### src/rtl/stack_mem_arbiter_if.sv
// Bus bundle between the core, the stack/memory arbiter and data memory.
// The arbiter connects through the slave modport; the core/memory side uses master.
interface stack_mem_arbiter_if #(
    parameter int DATA_W = 32,
    parameter int ADDR_W = 32
);
    logic              LsReq;
    logic              LsWe;
    logic [ADDR_W-1:0] LsAddr;
    logic [DATA_W-1:0] LsWData;
    logic              LsDone;
    logic [DATA_W-1:0] LsRData;
    logic              StackReq;
    logic [1:0]        StackOp;
    logic [DATA_W-1:0] PushData;
    logic              StackDone;
    logic [DATA_W-1:0] PopData;
    logic              StackErr;
    logic              Stall;
    logic [ADDR_W-1:0] Sp;
    logic              Empty;
    logic              Full;
    logic              MemReq;
    logic              MemWe;
    logic [ADDR_W-1:0] MemAddr;
    logic [DATA_W-1:0] MemWData;
    logic [DATA_W-1:0] MemRData;
    logic              MemAck;

    modport slave (
        input  LsReq, LsWe, LsAddr, LsWData, StackReq, StackOp, PushData, MemRData, MemAck,
        output LsDone, LsRData, StackDone, PopData, StackErr, Stall, Sp, Empty, Full,
               MemReq, MemWe, MemAddr, MemWData
    );

    modport master (
        output LsReq, LsWe, LsAddr, LsWData, StackReq, StackOp, PushData, MemRData, MemAck,
        input  LsDone, LsRData, StackDone, PopData, StackErr, Stall, Sp, Empty, Full,
               MemReq, MemWe, MemAddr, MemWData
    );
endinterface

### src/rtl/stack_mem_arbiter.sv
// Shares one data-memory port between the core load/store path and the stack
// engine. Owns the stack pointer and depth count, flags overflow/underflow.
//
// state   | meaning
// --------+------------------------------------------------
// IDLE    | no access in flight, arbitration happens here
// LS_WAIT | load/store access waiting for MemAck
// ST_WAIT | push/pop access waiting for MemAck
// DONE    | completion cycle, Done pulse high, back to IDLE
module stack_mem_arbiter #(
    parameter int                DATA_W      = 32,
    parameter int                ADDR_W      = 32,
    parameter logic [ADDR_W-1:0] STACK_BASE  = 32'h0000_1000,
    parameter int                STACK_DEPTH = 256
) (
    input  logic               clk,
    input  logic               rst,
    stack_mem_arbiter_if.slave bus
);
    localparam int                CNT_W    = $clog2(STACK_DEPTH + 1);
    localparam logic [CNT_W-1:0]  CNT_FULL = CNT_W'(STACK_DEPTH);
    localparam logic [ADDR_W-1:0] WORD     = ADDR_W'(4);
    localparam logic [1:0]        OP_PUSH  = 2'b10;
    localparam logic [1:0]        OP_POP   = 2'b11;

    typedef enum logic [1:0] {S_IDLE, S_LS_WAIT, S_ST_WAIT, S_DONE} state_t;

    state_t            r_state, w_state_nxt;
    logic              r_mem_req, w_mem_req_nxt;
    logic              r_mem_we, w_mem_we_nxt;
    logic [ADDR_W-1:0] r_mem_addr, w_mem_addr_nxt;
    logic [DATA_W-1:0] r_mem_wdata, w_mem_wdata_nxt;
    logic              r_ls_done, w_ls_done_nxt;
    logic [DATA_W-1:0] r_ls_rdata, w_ls_rdata_nxt;
    logic              r_st_done, w_st_done_nxt;
    logic [DATA_W-1:0] r_pop_data, w_pop_data_nxt;
    logic              r_st_err, w_st_err_nxt;
    logic [ADDR_W-1:0] r_sp, w_sp_nxt;
    logic [CNT_W-1:0]  r_cnt, w_cnt_nxt;
    logic              r_empty, r_full;
    // r_prio_ls = 1 means LS wins the next tie (it was not granted last).
    logic              r_prio_ls, w_prio_ls_nxt;
    logic              r_is_push, w_is_push_nxt;
    logic              w_grant_ls, w_grant_st;

    assign w_grant_ls = bus.LsReq & (~bus.StackReq | r_prio_ls);
    assign w_grant_st = bus.StackReq & ~w_grant_ls;

    // State register.
    always_ff @(posedge clk) begin
        if (rst) r_state <= S_IDLE;
        else     r_state <= w_state_nxt;
    end

    // Next-state and next registered-output decode.
    always_comb begin
        w_state_nxt     = r_state;
        w_mem_req_nxt   = r_mem_req;
        w_mem_we_nxt    = r_mem_we;
        w_mem_addr_nxt  = r_mem_addr;
        w_mem_wdata_nxt = r_mem_wdata;
        w_ls_done_nxt   = 1'b0;
        w_ls_rdata_nxt  = r_ls_rdata;
        w_st_done_nxt   = 1'b0;
        w_pop_data_nxt  = r_pop_data;
        w_st_err_nxt    = r_st_err;
        w_sp_nxt        = r_sp;
        w_cnt_nxt       = r_cnt;
        w_prio_ls_nxt   = r_prio_ls;
        w_is_push_nxt   = r_is_push;
        case (r_state)
            S_IDLE: begin
                if (w_grant_ls) begin
                    w_prio_ls_nxt   = 1'b0;
                    w_mem_addr_nxt  = bus.LsAddr;
                    w_mem_we_nxt    = bus.LsWe;
                    w_mem_wdata_nxt = bus.LsWData;
                    w_mem_req_nxt   = 1'b1;
                    w_state_nxt     = S_LS_WAIT;
                end else if (w_grant_st) begin
                    w_prio_ls_nxt = 1'b1;
                    case (bus.StackOp)
                        OP_PUSH: begin
                            if (r_full) begin
                                w_st_err_nxt   = 1'b1;
                                w_pop_data_nxt = '0;
                                w_st_done_nxt  = 1'b1;
                                w_state_nxt    = S_DONE;
                            end else begin
                                w_mem_addr_nxt  = r_sp - WORD;
                                w_mem_we_nxt    = 1'b1;
                                w_mem_wdata_nxt = bus.PushData;
                                w_mem_req_nxt   = 1'b1;
                                w_is_push_nxt   = 1'b1;
                                w_state_nxt     = S_ST_WAIT;
                            end
                        end
                        OP_POP: begin
                            if (r_empty) begin
                                w_st_err_nxt   = 1'b1;
                                w_pop_data_nxt = '0;
                                w_st_done_nxt  = 1'b1;
                                w_state_nxt    = S_DONE;
                            end else begin
                                w_mem_addr_nxt = r_sp;
                                w_mem_we_nxt   = 1'b0;
                                w_mem_req_nxt  = 1'b1;
                                w_is_push_nxt  = 1'b0;
                                w_state_nxt    = S_ST_WAIT;
                            end
                        end
                        default: begin
                            w_st_err_nxt  = 1'b0;
                            w_st_done_nxt = 1'b1;
                            w_state_nxt   = S_DONE;
                        end
                    endcase
                end
            end
            S_LS_WAIT: begin
                if (bus.MemAck) begin
                    w_mem_req_nxt  = 1'b0;
                    w_ls_rdata_nxt = bus.MemRData;
                    w_ls_done_nxt  = 1'b1;
                    w_state_nxt    = S_DONE;
                end
            end
            S_ST_WAIT: begin
                if (bus.MemAck) begin
                    w_mem_req_nxt = 1'b0;
                    w_st_err_nxt  = 1'b0;
                    w_st_done_nxt = 1'b1;
                    w_state_nxt   = S_DONE;
                    if (r_is_push) begin
                        w_sp_nxt  = r_sp - WORD;
                        w_cnt_nxt = r_cnt + CNT_W'(1);
                    end else begin
                        w_pop_data_nxt = bus.MemRData;
                        w_sp_nxt       = r_sp + WORD;
                        w_cnt_nxt      = r_cnt - CNT_W'(1);
                    end
                end
            end
            S_DONE: begin
                w_st_err_nxt = 1'b0;
                w_state_nxt  = S_IDLE;
            end
            default: w_state_nxt = S_IDLE;
        endcase
    end

    // Datapath and registered outputs.
    always_ff @(posedge clk) begin
        if (rst) begin
            r_mem_req   <= 1'b0;
            r_mem_we    <= 1'b0;
            r_mem_addr  <= '0;
            r_mem_wdata <= '0;
            r_ls_done   <= 1'b0;
            r_ls_rdata  <= '0;
            r_st_done   <= 1'b0;
            r_pop_data  <= '0;
            r_st_err    <= 1'b0;
            r_sp        <= STACK_BASE;
            r_cnt       <= '0;
            r_empty     <= 1'b1;
            r_full      <= 1'b0;
            r_prio_ls   <= 1'b1;
            r_is_push   <= 1'b0;
        end else begin
            r_mem_req   <= w_mem_req_nxt;
            r_mem_we    <= w_mem_we_nxt;
            r_mem_addr  <= w_mem_addr_nxt;
            r_mem_wdata <= w_mem_wdata_nxt;
            r_ls_done   <= w_ls_done_nxt;
            r_ls_rdata  <= w_ls_rdata_nxt;
            r_st_done   <= w_st_done_nxt;
            r_pop_data  <= w_pop_data_nxt;
            r_st_err    <= w_st_err_nxt;
            r_sp        <= w_sp_nxt;
            r_cnt       <= w_cnt_nxt;
            r_empty     <= (w_cnt_nxt == '0);
            r_full      <= (w_cnt_nxt == CNT_FULL);
            r_prio_ls   <= w_prio_ls_nxt;
            r_is_push   <= w_is_push_nxt;
        end
    end

    assign bus.MemReq    = r_mem_req;
    assign bus.MemWe     = r_mem_we;
    assign bus.MemAddr   = r_mem_addr;
    assign bus.MemWData  = r_mem_wdata;
    assign bus.LsDone    = r_ls_done;
    assign bus.LsRData   = r_ls_rdata;
    assign bus.StackDone = r_st_done;
    assign bus.PopData   = r_pop_data;
    assign bus.StackErr  = r_st_err;
    assign bus.Sp        = r_sp;
    assign bus.Empty     = r_empty;
    assign bus.Full      = r_full;
    // Stall is the only combinational output: it must drop in the Done cycle.
    assign bus.Stall     = (bus.LsReq | bus.StackReq) & ~(r_ls_done | r_st_done);
endmodule

### src/flat_wrapper.sv
// flat-port wrapper written by rule: the top's interface ports become plain ports
module stack_mem_arbiter_flat 
#(
    parameter int                DATA_W      = 32,
    parameter int                ADDR_W      = 32,
    parameter logic [ADDR_W-1:0] STACK_BASE  = 32'h0000_1000,
    parameter int                STACK_DEPTH = 256
)
  (clk, rst, bus_LsReq, bus_LsWe, bus_LsAddr, bus_LsWData, bus_StackReq, bus_StackOp, bus_PushData, bus_MemRData, bus_MemAck, bus_LsDone, bus_LsRData, bus_StackDone, bus_PopData, bus_StackErr, bus_Stall, bus_Sp, bus_Empty, bus_Full, bus_MemReq, bus_MemWe, bus_MemAddr, bus_MemWData);
  stack_mem_arbiter_if #(.DATA_W(DATA_W), .ADDR_W(ADDR_W)) bus_i ();
  input  logic clk;
  input  logic rst;
  input wire logic [$bits(bus_i.LsReq)-1:0] bus_LsReq;
  input wire logic [$bits(bus_i.LsWe)-1:0] bus_LsWe;
  input wire logic [$bits(bus_i.LsAddr)-1:0] bus_LsAddr;
  input wire logic [$bits(bus_i.LsWData)-1:0] bus_LsWData;
  input wire logic [$bits(bus_i.StackReq)-1:0] bus_StackReq;
  input wire logic [$bits(bus_i.StackOp)-1:0] bus_StackOp;
  input wire logic [$bits(bus_i.PushData)-1:0] bus_PushData;
  input wire logic [$bits(bus_i.MemRData)-1:0] bus_MemRData;
  input wire logic [$bits(bus_i.MemAck)-1:0] bus_MemAck;
  output wire logic [$bits(bus_i.LsDone)-1:0] bus_LsDone;
  output wire logic [$bits(bus_i.LsRData)-1:0] bus_LsRData;
  output wire logic [$bits(bus_i.StackDone)-1:0] bus_StackDone;
  output wire logic [$bits(bus_i.PopData)-1:0] bus_PopData;
  output wire logic [$bits(bus_i.StackErr)-1:0] bus_StackErr;
  output wire logic [$bits(bus_i.Stall)-1:0] bus_Stall;
  output wire logic [$bits(bus_i.Sp)-1:0] bus_Sp;
  output wire logic [$bits(bus_i.Empty)-1:0] bus_Empty;
  output wire logic [$bits(bus_i.Full)-1:0] bus_Full;
  output wire logic [$bits(bus_i.MemReq)-1:0] bus_MemReq;
  output wire logic [$bits(bus_i.MemWe)-1:0] bus_MemWe;
  output wire logic [$bits(bus_i.MemAddr)-1:0] bus_MemAddr;
  output wire logic [$bits(bus_i.MemWData)-1:0] bus_MemWData;
  assign bus_i.LsReq = bus_LsReq;
  assign bus_i.LsWe = bus_LsWe;
  assign bus_i.LsAddr = bus_LsAddr;
  assign bus_i.LsWData = bus_LsWData;
  assign bus_i.StackReq = bus_StackReq;
  assign bus_i.StackOp = bus_StackOp;
  assign bus_i.PushData = bus_PushData;
  assign bus_i.MemRData = bus_MemRData;
  assign bus_i.MemAck = bus_MemAck;
  assign bus_LsDone = bus_i.LsDone;
  assign bus_LsRData = bus_i.LsRData;
  assign bus_StackDone = bus_i.StackDone;
  assign bus_PopData = bus_i.PopData;
  assign bus_StackErr = bus_i.StackErr;
  assign bus_Stall = bus_i.Stall;
  assign bus_Sp = bus_i.Sp;
  assign bus_Empty = bus_i.Empty;
  assign bus_Full = bus_i.Full;
  assign bus_MemReq = bus_i.MemReq;
  assign bus_MemWe = bus_i.MemWe;
  assign bus_MemAddr = bus_i.MemAddr;
  assign bus_MemWData = bus_i.MemWData;
  stack_mem_arbiter #(.DATA_W(DATA_W), .ADDR_W(ADDR_W), .STACK_BASE(STACK_BASE), .STACK_DEPTH(STACK_DEPTH)) u_core (.clk(clk), .rst(rst), .bus(bus_i));
endmodule
### config.mk
export PLATFORM = sky130hd
export DESIGN_NAME = stack_mem_arbiter_flat
export DESIGN_NICKNAME = d
export VERILOG_FILES = /design/src/rtl/stack_mem_arbiter_if.sv /design/src/rtl/stack_mem_arbiter.sv /design/src/flat_wrapper.sv
export SDC_FILE = /design/constraint.sdc
export NUM_CORES = 1
export LEC_CHECK = 0
export BUFFER_PORTS_ARGS = -buffer_cell sky130_fd_sc_hd__buf_2
export CAP_MARGIN = 10
export CORE_MARGIN = 4
export CORE_UTILIZATION = 45
export CTS_CLUSTER_SIZE = 28
export DETAILED_ROUTE_END_ITERATION = 16
export PLACE_DENSITY_LB_ADDON = 0.25
export SETUP_SLACK_MARGIN = 0.5
export SLEW_MARGIN = 20
export SYNTH_ARGS = -nofsm -noshare
export SYNTH_HDL_FRONTEND = slang
export SYNTH_SLANG_ARGS = --single-unit
### constraint.sdc
create_clock -name clk -period 2.9 [get_ports clk]
set_input_delay 0.87 -clock clk [delete_from_list [all_inputs] [get_ports clk]]
set_output_delay 0.87 -clock clk [all_outputs]
set_load 0.02 [all_outputs]
==> results of run 1 <==
[layout by cell type (no fill, tap or decap), drive strengths merged, types with 8 or more instances in the layout]
cell type | synthesis | layout
nor4 | 8 | 8
a211oi | 13 | 13
dfxtp | 178 | 178
a311oi | 32 | 32
o21ai | 28 | 28
xnor2 | 32 | 32
a21oi | 112 | 112
clkbuf | 82 | 17
ha | 13 | 13
nand2 | 228 | 228
nand3 | 67 | 67
clkinv | 1 | 9
nor2 | 126 | 126
a31oi | 9 | 9
nor3 | 27 | 27
buf | 11 | 336
or3 | 16 | 16
xor2 | 25 | 25
inv | 8 | 15
a2111oi | 10 | 10
[path summary, 6_finish.rpt]
path / cells past startpoint / to
max: 4 / bus_Stall
min: 2 / u_core.bus.PopData[6]
max reg2reg: 9 / u_core.bus.Full
min reg2reg: 2 / u_core.bus.PopData[6]
[repair_timing]
item	in CTS	in global routing
cloned	0	0
buffers inserted	2	1
setup endpoints to repair	19	35
gates resized for setup	11	36
pin swaps	0	3
[stage by stage]
stage	setup WS (ns)	utilization, %	area [um2]
after floorplan	0.4360	-	8640
after global placement	0.2663	55.53	10390
after detailed placement	0.2623	55.53	10390
after CTS	0.5034	59.28	11090
after global routing	0.4747	59.99	11220
final	0.5775	59.99	11220
[cell usage after synthesis, types with 6 or more instances]
cell / number / area, um2
a211oi_1: 13 / 97.59
nand3_1: 67 / 335.3
inv_1: 8 / 30.03
dfxtp_1: 178 / 3563
xor2_1: 25 / 219.0
a21oi_1: 112 / 560.5
nor4_1: 6 / 37.54
xnor2_1: 32 / 280.3
or3_1: 16 / 100.1
nand4_1: 7 / 43.79
and3_1: 6 / 37.54
a311oi_1: 32 / 280.3
nand2b_1: 7 / 43.79
o21ai_0: 25 / 125.1
nor2_1: 126 / 473.0
a2111oi_0: 6 / 52.55
nor3_1: 27 / 135.1
clkbuf_1: 82 / 307.8
o21a_1: 6 / 45.04
nand2_1: 228 / 855.8
a31oi_1: 9 / 56.30
ha_1: 13 / 162.7
[flip-flops by register name, indices dropped and copies added, names as in the netlist, 2 cells and up]
signal,cells
u_core.bus.Sp,30
u_core.bus.PopData,32
u_core.r_state,2
u_core.bus.LsRData,32
u_core.bus.MemWData,32
u_core.bus.MemAddr,32
u_core.r_cnt,9
[cell families (layout without fill, tap and decap cells)]
logic type                 after synthesis  count (layout)
and+or+nand+nor                        526             526
AOI/OAI and AO/OA                      239             239
DFF                                    178             178
buffers and inverters                  102             377
xor gates and xnor gates                57              57
adders and majority gates               14              14
muxes                                    2               2
other                                    1               2
[worst reg2reg max path, stage by stage, from the launching register on]
cell,delay (ns)
dfxtp_4,0.38
clkinv_4,0.09
ha_1,0.39
o21a_1,0.21
o31a_1,0.12
o21bai_1,0.19
a21oi_1,0.08
or3b_2,0.50
a21oi_2,0.16
nor2b_2,0.14
[cell type report]
type	instances	area share (%)
inverter	9	0.3457
clock inverter	15	1.951
clock buffer	17	3.791
sequential	178	31.97
tap	234	2.609
timing repair buffer	336	16.59
multi-input combinational	840	42.74
[power by group through the flow]
stage,logic [mW],clock network [mW],registers [mW]
after floorplan,1.90,0,3.63
after global placement,3.53,0,3.17
after detailed placement,3.56,0,3.18
after CTS,3.60,2.49,3.13
after global routing,4.02,2.60,3.19
final,3.68,2.43,3.13
[per-layer routing]
| layer | wire length, um | GRT usage [%] | vias to the layer above |
|---|---|---|---|
| li1 | - | - | 4403 |
| met1 | 12000 | 32.94 | 4125 |
| met2 | 13360 | 42.27 | 407 |
| met3 | 2817 | 8.535 | 52 |
| met4 | 727 | 7.949 | 4 |
| met5 | 15 | 0 | - |
==> results by group, run 1 <==
STA
  – Setup TNS: 0 ns
  – RSZ-0062 raised after global routing: yes
  – Skew final: 0.01542 ns
  – Worst Tran Pin Value: 0.5470 ns
  – Final Max Tran Viols: 0
  – Final hold viol count: 0
  – Rel. slew slack: 63.31%
  – Min Hold Slack: 0.4511 ns
  – Fin crit period: 2.322 ns
  – Final setup viols: 0
  – Period utilization: 80.09%
  – Max Freq: 430.6 MHz

Setup path
  – Reg2Reg Launch Point: u_core.r_is_push
  – CP startpoint kind: primary input
  – FF-to-FF setup slack: 0.59 ns
  – Critical Path RT: 2.03 ns
  – Max FO, Critical Path: 5
  – Max incr delay on CP: 0.18 ns
  – CP arrival: 1.45 ns
  – Crit-path cells: buf_2 -> nor2_4 -> nor3_1 -> buf_4
  – Worst Path Buf+Inv: 2
  – Crit path max-delay family: buffers and inverters
  – Critical path endpoint category: output pin
  – Setup crit start: bus_StackReq
  – Crit path max-delay cell type: buf_4
  – Critical path class: in -> out

Die
  – Die area: 21350 um2
  – Chip width: 146.1 um
  – Initial Util: 45.88%
  – I/O pin count: 304
  – Die height: 146.1 um
  – Row count: 50
  – Core area: 18710 um2

Final layout
  – Post-route insts no fill: 1629
  – Multi-input combinational cell area: 4796 um2
  – Filler instances: 1706
  – Layout cell share with drive strength beyond 1: 30.39%
  – Diode count: 0
  – FF+latch area: 3587 um2
  – Final #Nets: 1532
  – Syn-to-layout area delta: 30.75%

Synthesis
  – Yosys reg bits: 178
  – Synth Area in XOR/XNOR: 5.817%
  – Mux cell area share after synthesis: 0.2333%
  – Cell Area, Synth: 8582 um2
  – Main combinational cell family by area after synthesis: simple AND/OR/NAND/NOR gates
  – Synth Area in Compound Gates: 17.93%
  – Syn. warnings: 0
  – Cell variety after synth: 62
  – Adder-Cell Fraction of Synth Area: 2.129%
  – Seq/Total Area, Yosys: 41.52%
  – Ys async rst share: 0%
  – Synthesized instance count: 1119
  – Most used flip-flop cell after synthesis: dfxtp_1
  – Avg Inst Size Synth: 7.669 um2
  – Simple-gate portion of the synthesized area: 27.45%
  – Number of synthesized flops with an enable pin: 0

Drt
  – Via count: 8991
  – Routed WL per cell: 17.75 um
  – Routed wire length: 28.92 mm
  – Vias per cell: 5.519
  – Detail Route Antenna Nets: 0
  – DRC violations left: 0
  – Drt initial violations: 773
  – DR pass1 iterations: 5

Global route
  – Vias in the first global route: 8645
  – First-pass GRT wire length: 45.65 mm
  – Total grt overflow: 0
  – Global Route Usage Sum: 25.97%
  – Initial antenna violation count: 2
  – Largest net degree at the start of global routing: 90

Clock network
  – CTS Buffer Depth: 2
  – Post-CTS Hold Buffers: 0
  – Worst-skew pair later-pin latency: 0.44 ns
  – CTS tree: done
  – CTS buffer count: 17
  – H-tree depth: 4
  – Clk root buf: clkbuf_16
  – Sink Count: 178
  – Clk pin slew, worst setup/hold paths: 0.08 ns

Placed design
  – Dpl cells: 1594
  – Global placement routability congestion: 0.9469
  – DP HPWL: 20.60 mm
  – Port bufs: 301

Run
  – Max-cap check violation count: 0

Power
  – Peak VDD IR: 0.4721 mV
  – Sw Pwr: 3.838 mW
  – Int Power: 5.408 mW
  – Total power: 9.246 mW
  – Switching part of the total power: 41.51%
  – Clock Power Share: 26.3%
  – Logic gate share of total power: 39.8%
  – LEAKAGE: 4.787 nW
  – Pwr per Cell Area: 824.0 nW/um2
  – Seq pwr share: 33.9%

Worst hold path
  – Hold crit path type: reg -> reg
  – Worst Hold Launch: u_core.bus.PopData[6]

Outcome
  – Status: finished clean
(Power assumes the default switching activity.)
==> run 2: changes to the inputs <==
Settings changed: ABC_AREA from default to 1.
Clock period 2.9 ns to 2.24 ns, I/O delays scaled along.
==> results by group, run 2 <==
Clock network
  – Clk root buf: clkbuf_16
  – CTS tree: done
  – Sink Count: 178 (unchanged)
  – CTS buffer count: 17 (unchanged)
  – Worst-skew pair later-pin latency: 0.44 ns (about the same)
  – H-tree depth: 4 (unchanged)
  – CTS Buffer Depth: 2 (unchanged)
  – Post-CTS Hold Buffers: 0 (unchanged)
  – Clk pin slew, worst setup/hold paths: 0.08 ns (about the same)

Drt
  – Routed WL per cell: 16.99 um (-4.3%)
  – Routed wire length: 34.83 mm (+20%)
  – Detail Route Antenna Nets: 0 (unchanged)
  – DRC violations left: 0 (unchanged)
  – Via count: 11155 (+24%)
  – Vias per cell: 5.441 (-1.4%)
  – DR pass1 iterations: 5 (unchanged)
  – Drt initial violations: 931 (+20%)

Setup path
  – Critical path class: in -> out
  – Crit-path cells: buf_4 -> nor2_4 -> nor3_2 -> buf_4
  – Critical Path RT: 1.57 ns (-0.46 ns)
  – Max incr delay on CP: 0.15 ns (-0.03 ns)
  – Critical path endpoint category: output pin
  – Reg2Reg Launch Point: u_core.r_state[0]
  – CP startpoint kind: primary input
  – CP most frequent cell: buf_4
  – Setup crit start: bus_StackReq
  – Max FO, Critical Path: 4 (-1)
  – Crit path max-delay cell type: buf_4
  – CP arrival: 1.09 ns (-0.36 ns)

STA
  – Fin crit period: 1.763 ns
  – Final hold viol count: 0 (unchanged)
  – Period utilization: 78.72%
  – Rel. slew slack: 61.61% (-1.7 points)
  – Max Freq: 567.1 MHz
  – Final Max Tran Viols: 0 (unchanged)
  – Setup TNS: 0 ns (unchanged)
  – RSZ-0062 raised after global routing: yes
  – Skew final: 0.01041 ns (-0.005011 ns)
  – Final setup viols: 0 (unchanged)
  – Worst Tran Pin Value: 0.5758 ns (+0.02883 ns)

Synthesis
  – Ys async rst share: 0% (unchanged)
  – Most common cell in the synthesized netlist: nand2_1
  – Cell variety after synth: 51 (-18%)
  – Syn. warnings: 0 (unchanged)
  – Commonest cells in the netlist: nand2_1 (331), dfxtp_1 (178), nor2_1 (166)
  – Most used flip-flop cell after synthesis: dfxtp_1
  – Synthesized instance count: 1474 (+32%)
  – Avg Inst Size Synth: 6.681 um2 (-13%)
  – Top cells by area, synth: dfxtp_1 (36%), nand2_1 (13%), o21ai_0 (7.7%)
  – Post-synth top area share: 36.18% (-5.3 points)
  – Yosys top cell by area: dfxtp_1
  – Number of synthesized flops with an enable pin: 0 (unchanged)
  – Cell Area, Synth: 9848 um2 (+15%)
  – Seq/Total Area, Yosys: 36.18% (-5.3 points)
  – Yosys reg bits: 178 (unchanged)

Power
  – LEAKAGE: 6.074 nW (+27%)
  – Total power: 15.07 mW (+63%)
  – Pwr per Cell Area: 1116 nW/um2 (+35%)
  – Peak VDD IR: 0.5756 mV (+22%)

Die
  – Chip width: 155.9 um (+6.7%)
  – Core area: 21290 um2 (+14%)
  – I/O pin count: 304 (unchanged)
  – Initial Util: 46.26% (+0.39 points)
  – Row count: 53 (+6.0%)
  – Die area: 24320 um2 (+14%)
  – Die height: 155.9 um (+6.7%)

Final layout
  – Most common cell after layout, fill and taps aside: nand2_1
  – Final #Nets: 1911 (+25%)
  – Layout cell share with drive strength beyond 1: 35.46% (+5.1 points)
  – Syn-to-layout area delta: 37.09%
  – Most frequent cells in the layout: nand2_1 (309), buf_2 (289), o21ai_0 (148), dfxtp_1 (142), nor2_1 (136)

Global route
  – Total grt overflow: 0 (unchanged)
  – Largest net degree at the start of global routing: 73 (-19%)
  – Vias in the first global route: 9961 (+15%)
  – Global Route Usage Sum: 25.98% (about the same)
  – First-pass GRT wire length: 51.59 mm (+13%)
  – Initial antenna violation count: 0 (-2)

Placed design
  – DP HPWL: 23.88 mm (+16%)
  – Global placement routability congestion: 1.001 (+5.7%)
  – Port bufs: 301 (unchanged)

Worst hold path
  – Worst Hold Launch: u_core.bus.StackErr
  – Hold crit path type: reg -> reg

Outcome
  – Status: finished clean

Run
  – Max-cap check violation count: 0 (unchanged)
[run 2: final timing paths]
path                                         endpoint  slack [ns]  cells after the start
worst max register to register  u_core.bus.PopData[5]        0.48                     10
worst max-delay path                        bus_Stall        0.48                      4
worst min-delay path              u_core.bus.StackErr        0.46                      2
worst min register to register    u_core.bus.StackErr        0.46                      2
[run 2: per-stage QoR]
step           std cells  hold slack [ns]  setup slack, ns  util [%]  cell area [um2]
2_1_floorplan       1475           0.4426           0.3601         -             9966
3_3_place_gp        1978           0.4312           0.2215     54.54            11610
3_5_place_dp        1978           0.4507           0.1760     54.54            11610
4_1_cts             2019           0.4676           0.4118     59.01            12560
5_1_grt             2049           0.4720           0.3514     63.41            13500
6_report            2050           0.4604           0.4767     63.42            13500
[run 2: timing repair]
action | CTS | global route
endpoints found under the setup margin | 134 | 133
resized for setup | 105 | 167
gates cloned | 0 | 4
buffers inserted | 9 | 26
hold endpoints to repair | 0 | 0
pin swaps | 10 | 45
[run 2: per-layer routing]
| layer | track usage (%) | share of wire [%] |
|---|---|---|
| met3 | 4.882 | 8.5 |
| met5 | 0 | 0 |
| met4 | 8.003 | 2.6 |
| met1 | 33.93 | 41 |
| met2 | 43.69 | 48 |
[run 2: kinds of logic after synthesis]
logic type / synth area share [%]
buf+inv: 9.427
xor+xnor: 1.957
fa+ha+maj: 1.855
other cells: 0.03808
compound gates: 20.96
simple gates: 29.58
flops: 36.18
[run 2: critical path, delay by kind of cell]
family | cells | cell delay (ns)
simple gates | 2 | 0.13
buf+inv | 2 | 0.28
[run 2: area by class of cell]
class,instances,area (um2)
repair buffers,371,2317
diodes,1,2.502
multi-input cells,1080,6065
well taps,275,344.1
clock buffers,17,425.4
clock inverters,15,200.2
inverters,113,465.4
fillers,1871,7786
flip-flops and latches,178,3681
[run 2: where the power goes]
group          switching (mW)  internal, mW
Combinational            4.76          2.77
Clock                    1.56          1.54
Sequential              0.542          3.89
Total                    6.87          8.20
